--- config.mk ---
export PLATFORM = sky130hd
export DESIGN_NAME = adc_scan_seq
export DESIGN_NICKNAME = d
export VERILOG_FILES = /design/src/rtl/adc_seq_pkg.sv /design/src/rtl/adc_sclk_gen.sv /design/src/rtl/adc_scan_seq.sv
export SDC_FILE = /design/constraint.sdc
export NUM_CORES = 1
export LEC_CHECK = 0
export BUFFER_PORTS_ARGS = -buffer_cell sky130_fd_sc_hd__buf_2
export CORE_MARGIN = 3
export CORE_UTILIZATION = 55
export CTS_CLUSTER_DIAMETER = 50
export DETAILED_ROUTE_END_ITERATION = 6
export MAX_ROUTING_LAYER = met4
export PLACE_DENSITY = 0.77
export SKIP_LAST_GASP = 1
export SYNTH_ARGS = -nofsm -noshare
export SYNTH_HDL_FRONTEND = slang
export SYNTH_HIERARCHICAL = 1
export SYNTH_SLANG_ARGS = --single-unit
--- constraint.sdc ---
create_clock -name clk -period 3.55 [get_ports clk]
set_input_delay 0.71 -clock clk [delete_from_list [all_inputs] [get_ports clk]]
set_output_delay 0.71 -clock clk [all_outputs]
set_load 0.01 [all_outputs]
--- src/rtl/adc_seq_pkg.sv ---
// ---------------------------------------------------------------------------
// adc_seq_pkg
// Shared types and helpers for the MCP300x scan sequencer.
//   seqState_t    : sequencer states (IDLE, FRAME, GAP)
//   START_BIT     : value of the leading command bit
//   HDR_RISES     : SPI rising edges before the first data bit
//                   (start, SGL/DIFF, D2, D1, D0, null)
//   frameEndTick  : half-period index at which a frame closes
//   nextChannel   : round-robin search for the next enabled channel
// ---------------------------------------------------------------------------
package adc_seq_pkg;

  typedef enum logic [1:0] {
    IDLE,
    FRAME,
    GAP
  } seqState_t;

  localparam logic START_BIT = 1'b1;
  localparam int   HDR_RISES = 6;

  // One frame is HDR_RISES + resBits full SPI periods, two ticks each.
  function automatic int frameEndTick(input int resBits);
    return 2 * (HDR_RISES + resBits);
  endfunction

  // Searches the mask upward from cur with 3-bit wraparound. With
  // inclusive set, cur itself is a candidate (used when leaving IDLE so a
  // still-enabled pointer is honoured); otherwise the search starts at
  // cur+1 and reaches cur last. An empty mask leaves the pointer alone.
  function automatic logic [2:0] nextChannel(input logic [7:0] mask,
                                             input logic [2:0] cur,
                                             input logic       inclusive);
    logic [2:0] idx;
    logic       found;
    nextChannel = cur;
    found       = 1'b0;
    for (int i = 0; i < 8; i++) begin
      idx = cur + 3'(i) + (inclusive ? 3'd0 : 3'd1);
      if (!found && mask[idx]) begin
        nextChannel = idx;
        found       = 1'b1;
      end
    end
  endfunction

endpackage

--- src/rtl/adc_sclk_gen.sv ---
// ---------------------------------------------------------------------------
// adc_sclk_gen
// Half-period tick generator for the SPI clock.
//   clk       in  : system clock
//   rst_n     in  : asynchronous active-low reset
//   i_run     in  : counter advances while high, held at zero while low
//   i_restart in  : forces the phase back to zero
//   o_tick    out : one-cycle pulse every CLK_DIV cycles while running
// ---------------------------------------------------------------------------
module adc_sclk_gen #(
  parameter int CLK_DIV = 2
) (
  input  logic clk,
  input  logic rst_n,
  input  logic i_run,
  input  logic i_restart,
  output logic o_tick
);

  localparam int            CW   = (CLK_DIV > 1) ? $clog2(CLK_DIV) : 1;
  localparam logic [CW-1:0] LAST = CW'(CLK_DIV - 1);

  logic [CW-1:0] r_cnt;

  // Counter sits at zero whenever stopped, so the first tick after a start
  // always lands exactly CLK_DIV cycles later.
  always_ff @(posedge clk or negedge rst_n) begin
    if (!rst_n) begin
      r_cnt <= '0;
    end else if (i_restart || !i_run || (r_cnt == LAST)) begin
      r_cnt <= '0;
    end else begin
      r_cnt <= r_cnt + 1'b1;
    end
  end

  assign o_tick = i_run && (r_cnt == LAST);

endmodule

--- src/rtl/adc_scan_seq.sv ---
// ---------------------------------------------------------------------------
// adc_scan_seq
// SPI sequencer for MCP300x-family SAR ADCs. Scans the enabled channels in
// round-robin order and emits one tagged result per conversion.
//   clk, rst_n    : system clock, asynchronous active-low reset
//   enable        : scanning runs while high
//   ch_mask       : channels to scan (sampled at the end of each frame)
//   AD_CLK        : SPI clock, idle low
//   CS            : ADC chip select, active low
//   DIN           : command bits to the ADC
//   DOUT          : conversion data from the ADC
//   sample_data   : last result
//   sample_ch     : channel of sample_data
//   sample_valid  : one-cycle strobe for a new result
//   busy          : high while CS is low
// Build option: define ADC_AVG_EN to average 2^AVG_LOG2 conversions per
// channel before a result is emitted. The AVG_LOG2 parameter only exists in
// that build.
// ---------------------------------------------------------------------------
module adc_scan_seq
  import adc_seq_pkg::*;
#(
  parameter int CLK_DIV      = 2,
  parameter int NUM_CH       = 8,
  parameter int RES_BITS     = 10,
  parameter int SINGLE_ENDED = 1,
  parameter int CSH_TICKS    = 2
`ifdef ADC_AVG_EN
  ,
  parameter int AVG_LOG2     = 2
`endif
) (
  input  logic                clk,
  input  logic                rst_n,
  input  logic                enable,
  input  logic [NUM_CH-1:0]   ch_mask,
  output logic                AD_CLK,
  output logic                CS,
  output logic                DIN,
  input  logic                DOUT,
  output logic [RES_BITS-1:0] sample_data,
  output logic [2:0]          sample_ch,
  output logic                sample_valid,
  output logic                busy
);

  localparam int E_TICK  = frameEndTick(RES_BITS);
  localparam int CNT_MAX = (E_TICK > CSH_TICKS) ? E_TICK : CSH_TICKS;
  localparam int TW      = $clog2(CNT_MAX + 1);

  seqState_t           r_state, w_stateNxt;
  logic                w_tick, w_frameStart, w_endTick, w_maskAny;
  logic [TW-1:0]       r_tickIdx, w_k;
  logic [2:0]          r_ptr, w_startCh, w_nextCh;
  logic [3:0]          r_cmd;
  logic [RES_BITS-1:0] r_shift, r_data;
  logic [7:0]          w_mask8;
  logic                r_sclk, r_cs, r_din, r_valid;
  logic [2:0]          r_ch;

  adc_sclk_gen #(.CLK_DIV(CLK_DIV)) u_sclk (
    .clk       (clk),
    .rst_n     (rst_n),
    .i_run     (r_state != IDLE),
    .i_restart (w_frameStart && (r_state == IDLE)),
    .o_tick    (w_tick)
  );

  assign w_mask8   = 8'(ch_mask);
  assign w_maskAny = |ch_mask;
  assign w_k       = r_tickIdx + 1'b1;
  assign w_startCh = (r_state == IDLE) ? nextChannel(w_mask8, r_ptr, 1'b1) : r_ptr;
  assign w_nextCh  = nextChannel(w_mask8, r_ptr, 1'b0);

  always_ff @(posedge clk or negedge rst_n) begin
    if (!rst_n) r_state <= IDLE;
    else        r_state <= w_stateNxt;
  end

  // w_k is the index of the tick being applied this cycle; r_tickIdx counts
  // frame ticks in FRAME and CS-high ticks in GAP.
  always_comb begin
    w_stateNxt   = r_state;
    w_frameStart = 1'b0;
    w_endTick    = 1'b0;
    case (r_state)
      IDLE: begin
        if (enable && w_maskAny) begin
          w_stateNxt   = FRAME;
          w_frameStart = 1'b1;
        end
      end
      FRAME: begin
        if (w_tick && (w_k == TW'(E_TICK))) begin
          w_stateNxt = GAP;
          w_endTick  = 1'b1;
        end
      end
      GAP: begin
        if (w_tick && (w_k == TW'(CSH_TICKS))) begin
          if (enable && w_maskAny) begin
            w_stateNxt   = FRAME;
            w_frameStart = 1'b1;
          end else begin
            w_stateNxt = IDLE;
          end
        end
      end
      default: w_stateNxt = IDLE;
    endcase
  end

  // SPI frame datapath. Frame start is tick 0: CS drops and the start bit
  // goes out. DOUT is shifted on every rising edge; only the last RES_BITS
  // shifts survive, so the command and null-bit edges fall out naturally.
  always_ff @(posedge clk or negedge rst_n) begin
    if (!rst_n) begin
      r_cs      <= 1'b1;
      r_sclk    <= 1'b0;
      r_din     <= 1'b0;
      r_tickIdx <= '0;
      r_ptr     <= '0;
      r_cmd     <= '0;
      r_shift   <= '0;
    end else if (w_frameStart) begin
      r_cs      <= 1'b0;
      r_sclk    <= 1'b0;
      r_din     <= START_BIT;
      r_tickIdx <= '0;
      r_ptr     <= w_startCh;
      r_cmd     <= {1'(SINGLE_ENDED), w_startCh};
    end else if (w_tick) begin
      r_tickIdx <= w_endTick ? '0 : w_k;
      if (r_state == FRAME) begin
        if (w_k[0]) begin
          r_sclk  <= 1'b1;
          r_shift <= {r_shift[RES_BITS-2:0], DOUT};
        end else begin
          r_sclk <= 1'b0;
          r_din  <= r_cmd[3];
          r_cmd  <= {r_cmd[2:0], 1'b0};
        end
        if (w_endTick) begin
          r_cs  <= 1'b1;
          r_ptr <= w_nextCh;
        end
      end
    end
  end

`ifdef ADC_AVG_EN
  localparam int            AW       = RES_BITS + AVG_LOG2;
  localparam int            NW       = (AVG_LOG2 > 0) ? AVG_LOG2 : 1;
  localparam logic [NW-1:0] SET_LAST = NW'((1 << AVG_LOG2) - 1);

  logic [AW-1:0] r_acc [NUM_CH];
  logic [NW-1:0] r_num [NUM_CH];
  logic [AW-1:0] w_sum;

  assign w_sum = r_acc[r_ptr] + AW'(r_shift);
`endif

  // Result register. In the averaging build a channel whose mask bit is low
  // has its partial set discarded, and that clear wins over a same-cycle add.
  always_ff @(posedge clk or negedge rst_n) begin
    if (!rst_n) begin
      r_valid <= 1'b0;
      r_data  <= '0;
      r_ch    <= '0;
`ifdef ADC_AVG_EN
      for (int i = 0; i < NUM_CH; i++) begin
        r_acc[i] <= '0;
        r_num[i] <= '0;
      end
`endif
    end else begin
      r_valid <= 1'b0;
`ifdef ADC_AVG_EN
      if (w_endTick) begin
        if (r_num[r_ptr] == SET_LAST) begin
          r_valid      <= 1'b1;
          r_data       <= RES_BITS'(w_sum >> AVG_LOG2);
          r_ch         <= r_ptr;
          r_acc[r_ptr] <= '0;
          r_num[r_ptr] <= '0;
        end else begin
          r_acc[r_ptr] <= w_sum;
          r_num[r_ptr] <= r_num[r_ptr] + 1'b1;
        end
      end
      for (int i = 0; i < NUM_CH; i++) begin
        if (!ch_mask[i]) begin
          r_acc[i] <= '0;
          r_num[i] <= '0;
        end
      end
`else
      if (w_endTick) begin
        r_valid <= 1'b1;
        r_data  <= r_shift;
        r_ch    <= r_ptr;
      end
`endif
    end
  end

  assign AD_CLK       = r_sclk;
  assign CS           = r_cs;
  assign DIN          = r_din;
  assign busy         = ~r_cs;
  assign sample_valid = r_valid;
  assign sample_data  = r_data;
  assign sample_ch    = r_ch;

endmodule

# Word-level counts from Yosys, hierarchy flattened
# Index checks and enable logic that the tools add are counted.
# totals
register_bits	43
in_bits	12
wordCells	197
# classes
add_sub_neg	16
magnitude_cmp	15
n_eq_ne	8
n_mux	95
bitwise_logic	2
n_reduce_logical	49
# op_table
cell	n
$lt A3 B4 Y1 const B	15
$mux W3	20
$mux W1	48
$bmux W1 S3	15
$add A3 B1 Y3 const B	8
$logic_and A1 B1 Y1	19
$mux W6	3
$mux W4	4
$logic_not A1 Y1	15
$add A3 B3 Y3 const B	4
$reduce_and A3 Y1	3
$reduce_bool A9 Y1	1
$reduce_and A4 Y1	2
$reduce_bool A2 Y1	4
$reduce_or A8 Y1	1
$add A3 B2 Y3 const B	2
$add A6 B1 Y6 const B	1
$eq A6 B2 Y1 const B	1
$eq A6 B6 Y1 const B	1
$mux W2	3
$ne A2 B2 Y1 const B	3
$pmux W2 S3	1
$eq A2 B1 Y1 const B	1
$eq A2 B2 Y1 const B	1
other kinds (7)	9

# Depth between registers and ports, before layout
# depth
ltp_word	29
depth_mapped	15

# By module
# The synthesis kept the hierarchy.
# modules_own_cells
mod	n_inst	cells_each	area_each_um2	seq_area_each_um2
adc_scan_seq	1	389	3543.4	1052.3
adc_sclk_gen	1	3	45.0	25.0

# Worst setup path before layout
# Ideal clock, no wire load.
# synth_timing
path_kind	register to register
start	register r_ptr[0]
end	register r_ptr[0]
t_arrival_ps	3692
required_time_ps	3419
slack_ps	-273
path_stages_with_launch	16
path_buffers	5
period_less_slack_ps	3823
cell_sequence	dfrtp_1 buf_6 buf_12 buf_6 clkbuf_1 inv_1 ha_1 buf_2 inv_1 mux4_2 a211o_1 nor4b_4 a21oi_1 o22ai_1 or4_1 o211ai_2
# synth_via
elab_chain_len	29
elab_cells_between_ends	108
classes_between	14 x add/sub; 64 x mux; 30 x reduce/logical
# synth_rtl
element	line_no	source
start, declared	adc_scan_seq.sv:54	logic [2:0] r_ptr, w_startCh, w_nextCh;
start signal, assigned	adc_scan_seq.sv:130	r_ptr <= w_startCh;
start signal, assigned	adc_scan_seq.sv:145	r_ptr <= w_nextCh;
branches (longest 29 deep; another with $add A3 B1 Y3)	--	
# Several ways; the timed one is not identified. The select of a mux whose other input is x is not followed.
# A chain may end at the register's enable or synchronous reset.

# Worst setup path in the final report
# Ends and elaborated chain as after synthesis.

==> impl_metrics.tcl <==
set metrics [dict create \
    synth.most_common_cell "nand2_1" \
    fin_util_pct 64.82 \
    core_area_mm2 0.006131 \
    ys_ff_latch 43 \
    htreeDepth 2 \
    num_io_pins 30 \
    drc_errors 0 \
    min_to "u_sclk/r_cnt" \
    drt_first_iter_violations 242 \
    slew_headroom_pct 37.46 \
    antenna_found_initial 0 \
    min-delay-start "u_sclk/r_cnt" \
    synth_cell_types 64 \
    tns_ps 0 \
    min_path_cells 1 \
    grt_pass1_wl_um 14520 \
    antenna_left 0 \
    antenna_cells 0 \
    power_switching_uw 330.1 \
    min_path_type "register to register" \
    yosys.area.top_type "dfrtp_1" \
    ys_seq_area_share_pct 30.02 \
    clock_latency_ps 290 \
    grt_max_degree 44 \
    postCtsSetupBuffers 0 \
    drt_pass1_iterations 5 \
    synth-async-reset-ratio_pct 100.0 \
    die_area_mm2 0.007530 \
    power_frac_comb_pct 22.9 \
    yosys-top-cells-count "68 x nand2_1, 42 x dfrtp_1, 37 x nor2_1" \
    yosys_warnings 6 \
    period_needed_ps 3265 \
    die_h_um 86.78 \
    wire_per_inst_um 17.08 \
    clock.fmax_mhz 306.3 \
    start_util_pct 58.53 \
    cts_tree "yes" \
    p_leak_uw 0.001810 \
    drive_gt1_share_pct 25.95 \
    worstSetupStartpointType "register" \
    synthCells 392 \
    endpoint_kind "register" \
    dpl.hpwl_um 6078 \
    placed_area_mm2 0.003861 \
    dp.cells 487 \
    synth-edff-count 0 \
    ctsLongestPathBuffers 2 \
    layout.nets 438 \
    cts_root_buffer "clkbuf_8" \
    cts-buffers-inserted 5 \
    floorplan.rows 28 \
    swShare_pct 28.89 \
    syn_avg_cell_area_um2 9.154 \
    num_vias 3104 \
    port_buffers 29 \
    cts_resized 0 \
    final_cell_count_no_fill 495 \
    rsz0062_at_grt "false" \
    pwr-share-seq_pct 44.0 \
    n_fill_cell 484 \
    grt_pass1_vias 2999 \
    cts_sinks 43 \
    gp_congestion 0.9602 \
    routed_wl_um 8455 \
    synthFlopType "dfrtp_1" \
    overflow 0 \
    post-route-period-util_pct 91.97 \
    critPathKind "register to register" \
    power_density_mw_per_mm2 287.6 \
    vias_per_cell 6.271 \
    fin_area_mm2 0.003974 \
    tightest_slew_ps 938.0 \
    clkPwrFrac_pct 33.1 \
    path_clk_slew_ps 80 \
    yosys-top-cells-area "dfrtp_1 29%, mux4_2 7.5%, mux2_2 7.2%" \
    grt_usage_pct 24.76 \
    outcome "finished clean" \
    reg2reg_depth 11 \
    ir_drop_mv 0.2584 \
    hold_buffers 0 \
    r2r-start "r_ptr[0]" \
    r2r_slack_ps 290 \
    area_delta_synth_final_pct 10.74 \
    critical_path.max_fanout 9 \
    cp.required_ps 3720 \
    p_total_uw 1143 \
    finalSetupViolations 0 \
    hold_viol 0 \
    syn-cell-area_mm2 0.003588 \
    synth_nets 411 \
    p_int_uw 812.5 \
    synth_top_area_share_pct 29.29 \
    fin_skew_ps 5.189 \
    rr_endpoint "r_ptr[0]" \
    die_x_um 86.78 \
    crit_arrival_ps 3440 \
    slew_violations 0 \
    maxCapViolCount 0 \
]
[worst max-delay path, cell delays in order, from the launching register on]
cell,delay (ps)
dfrtp_1,410
inv_1,80
ha_1,460
buf_4,200
mux4_1,390
nor2_1,390
a221oi_4,150
nor4b_4,410
mux2i_1,200
o22ai_1,200
or4_1,160
o211ai_2,80
[cells by family (layout without fill, tap and decap cells)]
kind of cell,Yosys count,after routing,synth area share (%)
and+or+nand+nor,153,153,20.12
AOI/OAI and AO/OA,80,80,15.83
muxes,59,59,24.06
DFF,43,43,30.02
buffers and inverters,42,70,5.369
xor gates and xnor gates,8,8,2.162
adders and majority gates,7,7,2.441
[power groups by stage]
stage	combinational (uW)	sequential [uW]	clock [uW]
floorplan	189	511	0
global placement	250	512	0
detailed placement	255	512	0
CTS	256	503	385
global route	286	504	409
finish	262	503	378
[metrics by stage]
step	setup slack [ps]	hold WS, ps
after floorplan	11.94	414.2
after global placement	426.6	420.8
after detailed placement	375.6	424.8
after CTS	355.9	435.9
after global routing	107.9	483.4
final	285.0	434.2
[cell usage in the layout, fill, tap and decap left out, drive strengths merged, types with 4 or more instances in the layout]
| cell | n |
|---|---|
| nand2 | 68 |
| buf | 46 |
| dfrtp | 42 |
| nor2 | 37 |
| mux2 | 25 |
| o21ai | 21 |
| a21oi | 19 |
| mux2i | 17 |
| mux4 | 17 |
| inv | 16 |
| nand3 | 10 |
| ha | 7 |
| a22oi | 6 |
| o211ai | 6 |
| nor4 | 5 |
| nand2b | 5 |
| clkbuf | 5 |
| xnor2 | 5 |
| nor3b | 5 |
| nor2b | 4 |
| and2 | 4 |
[flip-flops by register name (all words and copies together) (netlist names), 2 cells and up]
register and cells:
r_shift 10, sample_ch 3, sample_data 10, r_tickIdx 6, r_state 2, r_ptr 3
r_cmd 4
[metal layers]
metal / GRT usage [%] / up-vias / wire length, um
met5: - / - / 0
met4: 6.516 / 0 / 76
met3: 4.183 / 12 / 629
met2: 37.48 / 129 / 4037
met1: 34.59 / 1492 / 3712
li1: - / 1471 / -
[how the worst max path moves through the flow]
stage,start,end,slack (ps),depth (start not counted)
floorplan,r_ptr[0],r_ptr[0],10,15
global placement,ch_mask[6],r_cmd[2],430,8
detailed placement,ch_mask[4],r_ptr[1],380,9
CTS,r_ptr[0],r_ptr[0],360,11
global route,r_ptr[0],r_ptr[1],110,11
finish,r_ptr[0],r_ptr[0],290,11
[cell type report]
| class | instances | area (um^2) | area share [%] |
|---|---|---|---|
| multi-input cells | 307 | 2345 | 59.01 |
| clock buffers | 5 | 68.82 | 1.732 |
| repair buffers | 46 | 285.3 | 7.179 |
| inverters | 16 | 60.06 | 1.511 |
| clock inverters | 3 | 43.79 | 1.102 |
| flip-flops and latches | 43 | 1077 | 27.11 |
| well taps | 75 | 93.84 | 2.361 |
No activity file was read; power rests on OpenSTA's default activity.
